File: config.mk
export PLATFORM = sky130hd
export DESIGN_NAME = frogger_game_ctrl
export DESIGN_NICKNAME = d
export VERILOG_FILES = /design/src/rtl/frogger_game_ctrl_pkg.sv /design/src/rtl/frogger_game_ctrl_lane_obstacle.sv /design/src/rtl/frogger_game_ctrl.sv
export SDC_FILE = /design/constraint.sdc
export NUM_CORES = 1
export LEC_CHECK = 0
export CAP_MARGIN = 20
export CORE_AREA = 2 2 93 95
export DETAILED_ROUTE_END_ITERATION = 8
export DIE_AREA = 0 0 95 97
export GPL_TIMING_DRIVEN = 0
export PLACE_DENSITY = 0.77
export RECOVER_POWER = 25
export SLEW_MARGIN = 5
export SYNTH_ARGS = -nofsm -noshare
export SYNTH_HDL_FRONTEND = slang
export SYNTH_HIERARCHICAL = 1
export SYNTH_SLANG_ARGS = --single-unit
export TNS_END_PERCENT = 1
File: constraint.sdc
create_clock -name i_Clk -period 2.75 [get_ports i_Clk]
set_clock_uncertainty 0.05 [all_clocks]
set_input_delay 0.6875 -clock i_Clk [delete_from_list [all_inputs] [get_ports i_Clk]]
set_output_delay 0.6875 -clock i_Clk [all_outputs]
set_load 0.01 [all_outputs]
File: src/rtl/frogger_game_ctrl_pkg.sv
// Shared definitions for the frogger game-logic core:
// state codes, default grid size and start-tile helpers.
package frogger_game_ctrl_pkg;

  typedef enum logic [1:0] {
    ST_IDLE = 2'd0,
    ST_PLAY = 2'd1,
    ST_HIT  = 2'd2,
    ST_OVER = 2'd3
  } state_e;

  localparam int DEF_GRID_W = 20;
  localparam int DEF_GRID_H = 15;

  function automatic int start_x(input int grid_w);
    return grid_w / 2;
  endfunction

  function automatic int start_y(input int grid_h);
    return grid_h - 1;
  endfunction

endpackage

File: src/rtl/frogger_game_ctrl_lane_obstacle.sv
// One obstacle lane: frame divider plus a wrapping car column.
// DIR=0 moves right from column 0, DIR=1 moves left from the last column.
module lane_obstacle
  import frogger_game_ctrl_pkg::*;
#(
  parameter int GRID_W = DEF_GRID_W,
  parameter int PERIOD = 8,
  parameter bit DIR    = 1'b0
) (
  input  logic                      i_Clk,
  input  logic                      i_Rst,
  input  logic                      i_Restart,
  input  logic                      i_Run,
  input  logic                      i_Frame_Tick,
  output logic [$clog2(GRID_W)-1:0] o_Car_X
);

  localparam int XW = $clog2(GRID_W);
  localparam int CW = (PERIOD > 1) ? $clog2(PERIOD) : 1;
  localparam logic [XW-1:0] X_MAX = XW'(GRID_W - 1);
  localparam logic [XW-1:0] X_RST = DIR ? X_MAX : '0;
  localparam logic [CW-1:0] C_TOP = CW'(PERIOD - 1);

  logic [CW-1:0] cnt_q, cnt_d;
  logic [XW-1:0] x_q, x_d;
  logic          adv;
  logic          step;

  assign adv  = i_Run && i_Frame_Tick;
  assign step = adv && (cnt_q == C_TOP);

  always_comb begin
    cnt_d = cnt_q;
    x_d   = x_q;
    if (adv) cnt_d = step ? '0 : cnt_q + 1'b1;
    if (step) begin
      if (DIR) x_d = (x_q == '0) ? X_MAX : x_q - 1'b1;
      else     x_d = (x_q == X_MAX) ? '0 : x_q + 1'b1;
    end
  end

  always_ff @(posedge i_Clk) begin
    if (i_Rst || i_Restart) begin
      cnt_q <= '0;
      x_q   <= X_RST;
    end else begin
      cnt_q <= cnt_d;
      x_q   <= x_d;
    end
  end

  assign o_Car_X = x_q;

endmodule

File: src/rtl/frogger_game_ctrl.sv
// Frogger game core: press detection, frog motion, lanes,
// collision, score/lives and the IDLE/PLAY/HIT/OVER sequencer.
module frogger_game_ctrl
  import frogger_game_ctrl_pkg::*;
#(
  parameter int GRID_W       = DEF_GRID_W,
  parameter int GRID_H       = DEF_GRID_H,
  parameter int LANES        = 4,
  parameter int SPEED_DIV    = 8,
  parameter int LIVES        = 3,
  parameter int DEATH_FRAMES = 60,
  parameter int SCORE_W      = 7,
  localparam int XW = $clog2(GRID_W),
  localparam int YW = $clog2(GRID_H),
  localparam int LW = $clog2(LIVES + 1)
) (
  input  logic                  i_Clk,
  input  logic                  i_Rst,
  input  logic                  i_Frame_Tick,
  input  logic                  i_Up,
  input  logic                  i_Dn,
  input  logic                  i_Lt,
  input  logic                  i_Rt,
  output logic [XW-1:0]         o_Frog_X,
  output logic [YW-1:0]         o_Frog_Y,
  output logic [LANES*XW-1:0]   o_Car_X,
  output logic [SCORE_W-1:0]    o_Score,
  output logic [LW-1:0]         o_Lives,
  output logic [1:0]            o_State
);

  localparam int DW = (DEATH_FRAMES > 1) ? $clog2(DEATH_FRAMES) : 1;
  localparam logic [XW-1:0] X0    = XW'(start_x(GRID_W));
  localparam logic [YW-1:0] Y0    = YW'(start_y(GRID_H));
  localparam logic [XW-1:0] X_MAX = XW'(GRID_W - 1);
  localparam logic [YW-1:0] Y_MAX = YW'(GRID_H - 1);
  localparam logic [DW-1:0] D_TOP = DW'(DEATH_FRAMES - 1);
  localparam logic [LW-1:0] L_INI = LW'(LIVES);

  // press vectors are ordered {up, dn, lt, rt}
  logic [3:0]          btn_q;
  logic [3:0]          press_q;
  state_e              state_q;
  logic [XW-1:0]       x_q;
  logic [YW-1:0]       y_q;
  logic [SCORE_W-1:0]  score_q;
  logic [LW-1:0]       lives_q;
  logic [DW-1:0]       death_q;
  logic [LANES*XW-1:0] car_x;
  logic                any_press;
  logic                restart;
  logic                run;
  logic                hit;

  assign any_press = |press_q;
  assign restart   = (state_q == ST_OVER) && any_press;
  assign run       = (state_q == ST_PLAY);

  for (genvar k = 0; k < LANES; k++) begin : g_lane
    lane_obstacle #(
      .GRID_W (GRID_W),
      .PERIOD ((k + 1) * SPEED_DIV),
      .DIR    (1'(k % 2))
    ) u_lane (
      .i_Clk        (i_Clk),
      .i_Rst        (i_Rst),
      .i_Restart    (restart),
      .i_Run        (run),
      .i_Frame_Tick (i_Frame_Tick),
      .o_Car_X      (car_x[k*XW +: XW])
    );
  end

  always_comb begin
    hit = 1'b0;
    for (int k = 0; k < LANES; k++) begin
      if (y_q == YW'(k + 1) && x_q == car_x[k*XW +: XW]) hit = 1'b1;
    end
  end

  always_ff @(posedge i_Clk) begin
    if (i_Rst) begin
      btn_q   <= '0;
      press_q <= '0;
      state_q <= ST_IDLE;
      x_q     <= X0;
      y_q     <= Y0;
      score_q <= '0;
      lives_q <= L_INI;
      death_q <= '0;
    end else begin
      btn_q   <= {i_Up, i_Dn, i_Lt, i_Rt};
      press_q <= {i_Up, i_Dn, i_Lt, i_Rt} & ~btn_q;
      unique case (state_q)
        ST_IDLE: if (any_press) state_q <= ST_PLAY;
        ST_PLAY: begin
          if (hit) begin
            state_q <= ST_HIT;
          end else if (y_q == '0) begin
            if (score_q != '1) score_q <= score_q + 1'b1;
            x_q <= X0;
            y_q <= Y0;
          end else if (press_q[3]) begin
            if (y_q != '0) y_q <= y_q - 1'b1;
          end else if (press_q[2]) begin
            if (y_q != Y_MAX) y_q <= y_q + 1'b1;
          end else if (press_q[1]) begin
            if (x_q != '0) x_q <= x_q - 1'b1;
          end else if (press_q[0]) begin
            if (x_q != X_MAX) x_q <= x_q + 1'b1;
          end
        end
        ST_HIT: if (i_Frame_Tick) begin
          if (death_q == D_TOP) begin
            death_q <= '0;
            lives_q <= lives_q - 1'b1;
            x_q     <= X0;
            y_q     <= Y0;
            state_q <= (lives_q == LW'(1)) ? ST_OVER : ST_PLAY;
          end else begin
            death_q <= death_q + 1'b1;
          end
        end
        ST_OVER: if (any_press) begin
          state_q <= ST_IDLE;
          score_q <= '0;
          lives_q <= L_INI;
          x_q     <= X0;
          y_q     <= Y0;
        end
        default: state_q <= ST_IDLE;
      endcase
    end
  end

  assign o_Frog_X = x_q;
  assign o_Frog_Y = y_q;
  assign o_Car_X  = car_x;
  assign o_Score  = score_q;
  assign o_Lives  = lives_q;
  assign o_State  = state_q;

endmodule

==> flow_metrics.tcl <==
set metrics [dict create \
    antenna_found_initial 0 \
    clock_path_buffers 2 \
    worst-r2r-setup-slack_ns 0.17 \
    grtUsageTotal_pct 20.3 \
    cp.required_ns 2.93 \
    cts_tree "yes" \
    nFillCells 706 \
    grt_start_max_net_pins 22 \
    grt_pass1_wl_um 15200 \
    max_freq_mhz 388 \
    antenna-diode-count 0 \
    rsz0062_at_grt "false" \
    crit_type "reg2reg" \
    cp_slowest_cell "o22ai_1" \
    ir_worst_vdd_uv 232 \
    cts.sinks 71 \
    hold_viol 0 \
    hold_buffers 0 \
    grt_pass1_vias 3379 \
    area_delta_synth_final_pct 19.8 \
    die_y_um 97 \
    cts_setup_buffers 0 \
    wl_met1_um 4100 \
    routed_wl_um 9100 \
    slew-limit-headroom_pct 49.4 \
    ant_nets 0 \
    path_cells "buf_2 > xnor2_1 > nand4_1 > o22ai_1 > o21ai_1 > nand2_1 > mux2_1" \
    wl_met3_um 399 \
    insertion_delay_ns 0.35 \
    fin_ws_ns 0.170 \
    status "finished, final reports clean" \
    slew_viol_final 0 \
    core_area_um2 8130 \
    hp-class "reg2reg" \
    worst_setup_path_end_kind "flop" \
    p_per_area_nw_per_um2 454 \
    synthFlopType "dfxtp_1" \
    ff_latch_area_um2 1420 \
    drc 0 \
    ys_types 74 \
    path_max_fanout 7 \
    fin_nets 549 \
    place_congestion 0.855 \
    fin_crit_ns 2.58 \
    crit_path_start_kind "flop" \
    mostFrequentLayoutCells "71 x dfxtp_1, 37 x a21oi_1, 35 x nor2_1, 32 x nand2_1, 30 x clkdlybuf4s50_1" \
    multi_input_area_um2 2410 \
    whs_ns 0.333 \
    vias_per_cell 5.71 \
    dr.pass1.iters 4 \
    hpwl_um 6620 \
    leakage_nw 1.80 \
    preCtsSetupSlack_ns -0.845 \
    portBuffers 46 \
    die_area_um2 9220 \
    row_count 33 \
    synth.cell_area_um2 3980 \
    htree_levels 3 \
    drt-wirelength-per-cell_um 14.4 \
    arrival_ns 2.76 \
    ios 47 \
    maxCapViolCount 0 \
    fp.dieW_um 95 \
    p_total_w 0.00217 \
    cts.clk_slew.worst_paths_ns 0.07 \
    top_layer "met4" \
    worstMarginPinSlew_ns 0.759 \
    synth-seq-cells 71 \
    setup_viol 0 \
    layout-drive-gt1-share_pct 10.1 \
    syn_inst 463 \
    wl_met2_um 4460 \
    synth_edf_count 0 \
    grt-ovfl-total 0 \
    drt-initial-drc-count 173 \
    async_reset_ff_share_pct 0 \
    mostFrequentLayoutCell "dfxtp_1" \
    cts_buffers 9 \
    vias 3606 \
    yosysWarnings 6 \
    avgSynthCellArea_um2 8.60 \
    max_stage_delay_ns 0.63 \
    start_util_pct 49.0 \
    cts_root_buf "clkbuf_8" \
    ys_seq_area_share_pct 35.7 \
    synth_nets 491 \
    period_share_pct 93.8 \
]
final timing paths:
path | startpoint | end | cells after the start
max | o_Frog_X[2] | o_Frog_Y[0] | 7
min reg2reg | btn_q[3] | press_q[3] | 1
min | btn_q[3] | press_q[3] | 1
max reg2reg | o_Frog_X[2] | o_Frog_Y[0] | 7
registers in the layout (all words and copies together), names as in the netlist:
register and cells:
btn_q 4, g_lane.u_lane/cnt_q 17, o_Lives 2, o_Frog_Y 4, press_q 4, o_Frog_X 5
o_State 2, death_q 6, g_lane.u_lane/o_Car_X 20, o_Score 7
stage by stage:
step	setup TNS (ns)	util [%]	cells	cell area (um^2)
finish	0	58.7	631	4770
global route	0	58.7	631	4770
CTS	0	58.7	631	4780
detailed placement	-7.45	56.5	615	4590
global placement	-10.12	56.3	614	4580
floorplan	0	-	463	3980
worst max-delay path, delay by kind of cell (launching register included):
kind | cells | cell delay [ns]
buf+inv | 1 | 0.25
compound gates | 2 | 0.94
simple gates | 2 | 0.35
xor+xnor | 1 | 0.15
flops | 1 | 0.38
mux | 1 | 0.34
routing by layer:
metal | up-vias | GRT usage (%)
li1 | 1800 | -
met1 | 1713 | 26.4
met2 | 80 | 32.7
met3 | 13 | 4.28
met4 | 0 | 7.92
met5 | - | 0
repair_timing:
| action | in CTS | in global routing |
|---|---|---|
| resized for setup | 3 | 2 |
| cloned | 0 | 0 |
| endpoints found under the setup margin | 9 | 1 |
| endpoints found under the hold margin | 0 | 0 |
Yosys cell counts, types with 3 or more instances:
library cell	n	area share (%)
nor3b_1	3	0.57
buf_2	5	0.63
nand4_1	7	1.1
and2_1	3	0.47
or2_2	4	0.63
nor4_1	7	1.1
nand3b_1	4	0.75
mux2i_1	5	1.3
a211oi_1	5	0.94
nor2b_1	16	2.5
dfxtp_1	71	36
o21ai_0	22	2.8
buf_6	3	0.85
and4_1	3	0.66
xor2_1	6	1.3
and3_1	6	0.94
nand2_1	32	3.0
ha_1	20	6.3
xnor2_1	25	5.5
nor2_1	35	3.3
or4_1	7	1.3
or3_1	9	1.4
nor4b_1	3	0.66
clkbuf_1	7	0.66
a21oi_1	37	4.6
nand3_1	24	3.0
nand4b_1	5	1.1
nor3_1	9	1.1
inv_1	16	1.5
o31ai_1	4	0.75
a31oi_1	5	0.79
a21o_1	3	0.57
power by group:
group / switching, W / total (W) / internal (W)
sequential: 0.0000345 / 0.00109 / 0.00106
clock: 0.000397 / 0.000770 / 0.000373
combinational: 0.000168 / 0.000307 / 0.000138
logic make-up (layout without fill, tap and decap cells):
| kind of cell | after synthesis | after routing | share of synthesized area [%] |
|---|---|---|---|
| flip-flops | 71 | 71 | 35.7 |
| adder cells (fa/ha/maj) | 21 | 21 | 6.78 |
| XOR/XNOR | 31 | 31 | 6.82 |
| AND/OR/NAND/NOR | 204 | 204 | 30.0 |
| multiplexers | 8 | 8 | 2.10 |
| AO/OA/AOI/OAI | 96 | 96 | 14.8 |
| buffers and inverters | 32 | 95 | 3.83 |
layout make-up:
class	instances	share of cell area, %
Inverter	16	1.26
Clock inverter	5	0.682
Sequential cell	71	29.8
Timing Repair Buffer	47	9.86
Multi-Input combinational cell	360	50.6
Tap cell	105	2.75
Clock buffer	11	3.17
Buffer	16	1.94
(Power assumes the default switching activity.)
